`src/rtl/pulse_recover.sv`:
```
// Capture end of a pulse-stretcher link: synchronizes a wide pulse, measures it,
// and turns each accepted pulse into one dout strobe (rejects into one err strobe).
module pulse_recover #(
    parameter int SYNC_EN = 1,
    parameter int MIN_W   = 4,
    parameter int MAX_W   = 16,
    parameter int CNT_W   = 5
) (
    input  logic             clk,
    input  logic             rst,
    input  logic             din,
    output logic             dout,
    output logic             err,
    output logic [CNT_W-1:0] width,
    output logic             busy
);

    localparam int S = (SYNC_EN != 0) ? 2 : 1;

    localparam logic [CNT_W-1:0] ONE_C  = CNT_W'(1);
    localparam logic [CNT_W-1:0] MIN_C  = CNT_W'(MIN_W);
    localparam logic [CNT_W-1:0] MAX_C  = CNT_W'(MAX_W);
    localparam logic [CNT_W-1:0] OVER_C = CNT_W'(MAX_W + 1);

    typedef enum logic [1:0] {
        IDLE     = 2'd0,
        HIGH     = 2'd1,
        WAIT_LOW = 2'd2
    } state_t;

    state_t           state_q, state_d;
    logic [CNT_W-1:0] cnt_q, cnt_d;
    logic [CNT_W-1:0] width_q, width_d;
    logic             dout_q, dout_d;
    logic             err_q, err_d;
    logic [S-1:0]     sync_p0;
    logic             din_q;

    // Input stage: S flops; the FSM only ever looks at the last one.
    generate
        if (S == 2) begin : g_sync2
            always_ff @(posedge clk or posedge rst) begin
                if (rst) begin
                    sync_p0 <= '0;
                end else begin
                    sync_p0 <= {sync_p0[0], din};
                end
            end
        end else begin : g_sync1
            always_ff @(posedge clk or posedge rst) begin
                if (rst) begin
                    sync_p0 <= '0;
                end else begin
                    sync_p0 <= din;
                end
            end
        end
    endgenerate

    assign din_q = sync_p0[S-1];

    // Measurement stage: state, counter and registered strobes.
    always_ff @(posedge clk or posedge rst) begin
        if (rst) begin
            state_q <= IDLE;
            cnt_q   <= '0;
            width_q <= '0;
            dout_q  <= 1'b0;
            err_q   <= 1'b0;
        end else begin
            state_q <= state_d;
            cnt_q   <= cnt_d;
            width_q <= width_d;
            dout_q  <= dout_d;
            err_q   <= err_d;
        end
    end

    always_comb begin
        state_d = state_q;
        cnt_d   = cnt_q;
        width_d = width_q;
        dout_d  = 1'b0;
        err_d   = 1'b0;
        case (state_q)
            IDLE: begin
                if (din_q) begin
                    state_d = HIGH;
                    cnt_d   = ONE_C;
                end
            end
            HIGH: begin
                if (din_q) begin
                    // Reaching MAX_W+1 high samples is a stuck line; reject now
                    // rather than keep counting, so cnt can never wrap.
                    if (cnt_q == MAX_C) begin
                        err_d   = 1'b1;
                        width_d = OVER_C;
                        state_d = WAIT_LOW;
                    end else begin
                        cnt_d = cnt_q + ONE_C;
                    end
                end else begin
                    if ((cnt_q >= MIN_C) && (cnt_q <= MAX_C)) begin
                        dout_d = 1'b1;
                    end else begin
                        err_d = 1'b1;
                    end
                    width_d = cnt_q;
                    state_d = IDLE;
                end
            end
            WAIT_LOW: begin
                if (!din_q) begin
                    state_d = IDLE;
                end
            end
            default: begin
                state_d = IDLE;
            end
        endcase
    end

    assign dout  = dout_q;
    assign err   = err_q;
    assign width = width_q;
    assign busy  = (state_q != IDLE);

endmodule

```
`config.mk`:
```
export PLATFORM = sky130hd
export DESIGN_NAME = pulse_recover
export DESIGN_NICKNAME = d
export VERILOG_FILES = /design/src/rtl/pulse_recover.sv
export SDC_FILE = /design/constraint.sdc
export NUM_CORES = 1
export LEC_CHECK = 0
export ABC_AREA = 1
export CORE_MARGIN = 8
export CORE_UTILIZATION = 43
export CTS_BUF_LIST = sky130_fd_sc_hd__clkbuf_4 sky130_fd_sc_hd__clkbuf_8
export CTS_CLUSTER_SIZE = 28
export DETAILED_ROUTE_END_ITERATION = 8
export PLACE_DENSITY = 0.68
export REMOVE_ABC_BUFFERS = 1
export SKIP_CTS_REPAIR_TIMING = 1
export SLEW_MARGIN = 20
export SYNTH_ARGS = -nofsm -noshare
export SYNTH_HDL_FRONTEND = slang
export SYNTH_SLANG_ARGS = --single-unit
```
`constraint.sdc`:
```
create_clock -name clk -period 1.2 [get_ports clk]
set_clock_uncertainty 0.15 [all_clocks]
set_input_delay 0.24 -clock clk [delete_from_list [all_inputs] [get_ports clk]]
set_output_delay 0.24 -clock clk [all_outputs]
set_load 0.05 [all_outputs]
```
# Word level (Yosys, flattened, before mapping)
# Index checks and enable logic that the tools add are counted.
# classes
n_addsub	1
muxes	18
eq_ne	9
magnitude_cmp	2
n_reduce_logical	7
# op_table
op	count
5-bit two-way mux	5
5-bit one-hot mux with 2 select lines	1
2-bit two-way mux	4
2-bit inequality test, second input constant	4
1-bit two-way mux	7
2-bit one-hot mux with 3 select lines	1
5-bit by 1-bit adder with 5-bit output, second input constant	1
5-bit == test, second input constant	1
5-bit by 3-bit >= comparator with 1-bit output, second input constant	1
5-bit <= comparator, second input constant	1
4-bit AND reduction	1
2-bit nonzero test	2
3-bit inequality test, second input constant	1
3-bit AND reduction	1
2-bit by 1-bit == test with 1-bit output, second input constant	1
2-bit == test, second input constant	1
2-bit zero test	1
2-bit by 1-bit inequality test with 1-bit output, second input constant	1
2-bit AND reduction	1
1-bit logical AND	1
# totals
register_bits	16
out_inout_bits	8
word_cells	43

# Longest topological paths before layout
# logic_depth
depth_word	5
depth_mapped	7
ltp_nobuf	7

# Worst setup path after synthesis
# OpenSTA, ideal clock, no wires.
# synth_path
kind	register to register
start	reg cnt_q[2]
end	reg cnt_q[0]
t_arrival_ns	0.962
t_required_ns	0.930
path_stages_with_launch	8
setup_time_ns	0.120
period_less_slack_ns	1.233
setup_slack_ns	-0.033
cell_sequence	dfrtp_1 -> buf_6 -> nor2_4 -> nand3_4 -> nor2_2 -> nor2_4 -> nand2_1 -> nand2_1
# synth_between
elab_chain_len	3
# synth_lines
item	line_no	source
start: declaration	32	logic [CNT_W-1:0] cnt_q, cnt_d;
start signal: assignment	72	cnt_q <= cnt_d;
5-bit == test	96	if (cnt_q == MAX_C) begin
2-bit inequality test (no source line)	-	
4-bit AND reduction (no source line)	-	
# Every way passes these cells.
# A chain may end at the register's enable or synchronous reset.

# Worst setup path in the final report
# layout_path
start	reg state_q[0]
end	out busy
# layout_between
elab_chain_len	1
# layout_lines
item	line_no	source
start: declaration	31	state_t state_q, state_d;
start signal: assignment	71	state_q <= state_d;
2-bit nonzero test	127	assign busy = (state_q != IDLE);
end: declaration	15	output logic busy
# Every way passes these cells.

==> impl_metrics.toml <==
[hold_path]
min_path_type = "input port to async pin"

[global_routing]
grt_usage_pct = 11.0
overflow = 0
antenna_found_initial = 0
grt_pass1_wl_mm = 2.86
grt_pass1_vias = 691
grt_max_degree = 17

[route]
routed_wl_mm = 1.88
drtAntennaViolNets = 0
via_per_inst = 4.90
drc = 0
dr_total_vias = 705
post_drt_wl_per_cell_microns = 13.1
dr.pass1.iters = 5
drt_iter0_drc = 13

[outcome]
status = "complete, but fails checks"
violations = "negative setup slack"

[cts]
ctsRootBufferMaster = "clkbuf_4"
cts_max_path_buffers = 2
clock-sinks = 16
path_clk_slew_ns = 0.09
h-tree-depth = 1
insertion_delay_ns = 0.29
cts_buffers = 3
tritoncts = "built"

[sta]
report.final.slew_viol_count = 0
rsz0062_at_grt = "true"
max_freq_mhz = 711
hold_viol_final = 0
slew_headroom_pct = 86.7
setup_violations = 22
timing.final.crit_share_pct = 117
holdWs_ns = 0.103
period_minus_slack_ns = 1.41
fin_setup_tns_ns = -2.13
worst_pin_slew_ns = 0.198
fin_ws_ns = -0.207

[power_and_ir_drop]
p_per_area_mw_per_mm2 = 1340
ir_drop_mv = 1.04
leakagePower_nw = 0.599

[floorplanning]
core_area_sq_mm = 0.00171
io-pin-count = 11
row_count = 15
die_x_microns = 58.6
chipHeight_microns = 58.6
initial_core_util_pct = 45.6
dieArea_sq_mm = 0.00343

[cells_and_area]
final_cell_mix = "25 x nand2_1, 14 x buf_4, 13 x dfrtp_1, 11 x inv_1, 9 x buf_12"
areaGrowthSynthToFinish_pct = 55.4
final_common_cell = "nand2_1"
drive_gt1_share_pct = 43.7
fin_nets = 126
multiInputGateArea_sq_um = 388
seqCellArea_sq_um = 404
diodes = 0
n_fill_cell = 116
final_area_sq_mm = 0.00121

[setup_path]
r2r_slack_ns = -0.15
path_class = "flop to output port"
crit_fanout = 3
worstReg2RegStart = "cnt_q[1]"
setup.worst_path.start_class = "flop"
crit_start = "state_q[0]"
cp-end-kind = "output port"
r2r-end = "width[2]"
rr_worst_depth = 6
required_ns = 0.81
critPathArrivalTime_ns = 1.02

[placement]
detailed_place_hpwl_mm = 1.20
placed_cell_area_sq_mm = 0.00108
port_buffers = 10
gp_congestion = 0.916

[synth]
yosysSeqAreaShare_pct = 51.4
synthTopCellsByArea = "dfrtp_1 51%, nand2_1 14%, inv_1 6.3%"
netlist_area_sq_um = 779
yosys_warnings = 0
synth_top_area_share_pct = 51.4
avgSynthCellArea_sq_um = 8.57
yosysTopAreaCell = "dfrtp_1"
ys_seq_elements = 16
ys_types = 16
synth_cells = 91

[flow_run]
maxCapViolations = 0
## worst max-delay path by stage
stage | end | slack (ns) | cells after the start
after floorplan | cnt_q[0] | -0.04 | 6
after global placement | cnt_q[4] | -0.08 | 7
after detailed placement | cnt_q[4] | -0.11 | 7
after CTS | busy | -0.26 | 3
after global routing | busy | -0.24 | 3
final | busy | -0.21 | 3
## cell families after synthesis
kind of cell / synth area share (%)
buffers and inverters: 7.70
XOR/XNOR: 1.12
AO/OA/AOI/OAI: 4.49
AND/OR/NAND/NOR: 32.1
adder cells (fa/ha/maj): 3.21
flip-flops: 51.4
## cells in the mapped netlist
cell type  number
nand2_2         2
dfrtp_1        16
nand3_4         1
nor2_1          7
ha_1            2
nand4_1         4
nand2_4         1
nand2_1        30
o21ai_0         3
nand3_1         2
nor2_2          2
buf_6           1
nor2_4          2
inv_1          13
a21oi_1         4
xnor2_1         1
## critical path, cell delays in order, from the launching register on
cell	delay, ns
dfrtp_1	0.43
inv_2	0.09
nand2_2	0.06
buf_12	0.14
## metal layers
metal,global-route usage [%],wire length [microns]
met1,11.0,726
met2,18.9,1010
met3,2.61,99
met4,8.87,49
met5,0,0
## state kept, by name, indices dropped and copies added, names as in the netlist
name and count:
state_q 2, cnt_q 5, err 1, sync_p0 2
dout 1, width 5
## power breakdown
group,internal [mW],switching [mW],total [mW]
logic,0.308,0.332,0.640
registers,0.607,0.0919,0.699
clock network,0.117,0.170,0.287
## cell type report
type	count	area share, %
sequential	16	33.4
timing repair buffer	26	26.1
inverter	13	4.03
clock buffer	3	1.86
multi-input combinational	61	32.0
tap	25	2.58
## through the flow
| step | instances | utilization (%) | power, mW | setup WS [ns] |
|---|---|---|---|---|
| after floorplan | 90 | - | 0.966 | -0.0352 |
| after global placement | 137 | 63.4 | 1.24 | -0.0794 |
| after global routing | 144 | 70.9 | 1.70 | -0.238 |
| final | 144 | 70.9 | 1.63 | -0.207 |
| after detailed placement | 137 | 63.4 | 1.26 | -0.105 |
| after CTS | 140 | 64.7 | 1.54 | -0.257 |
No activity file was read; power rests on OpenSTA's default activity.
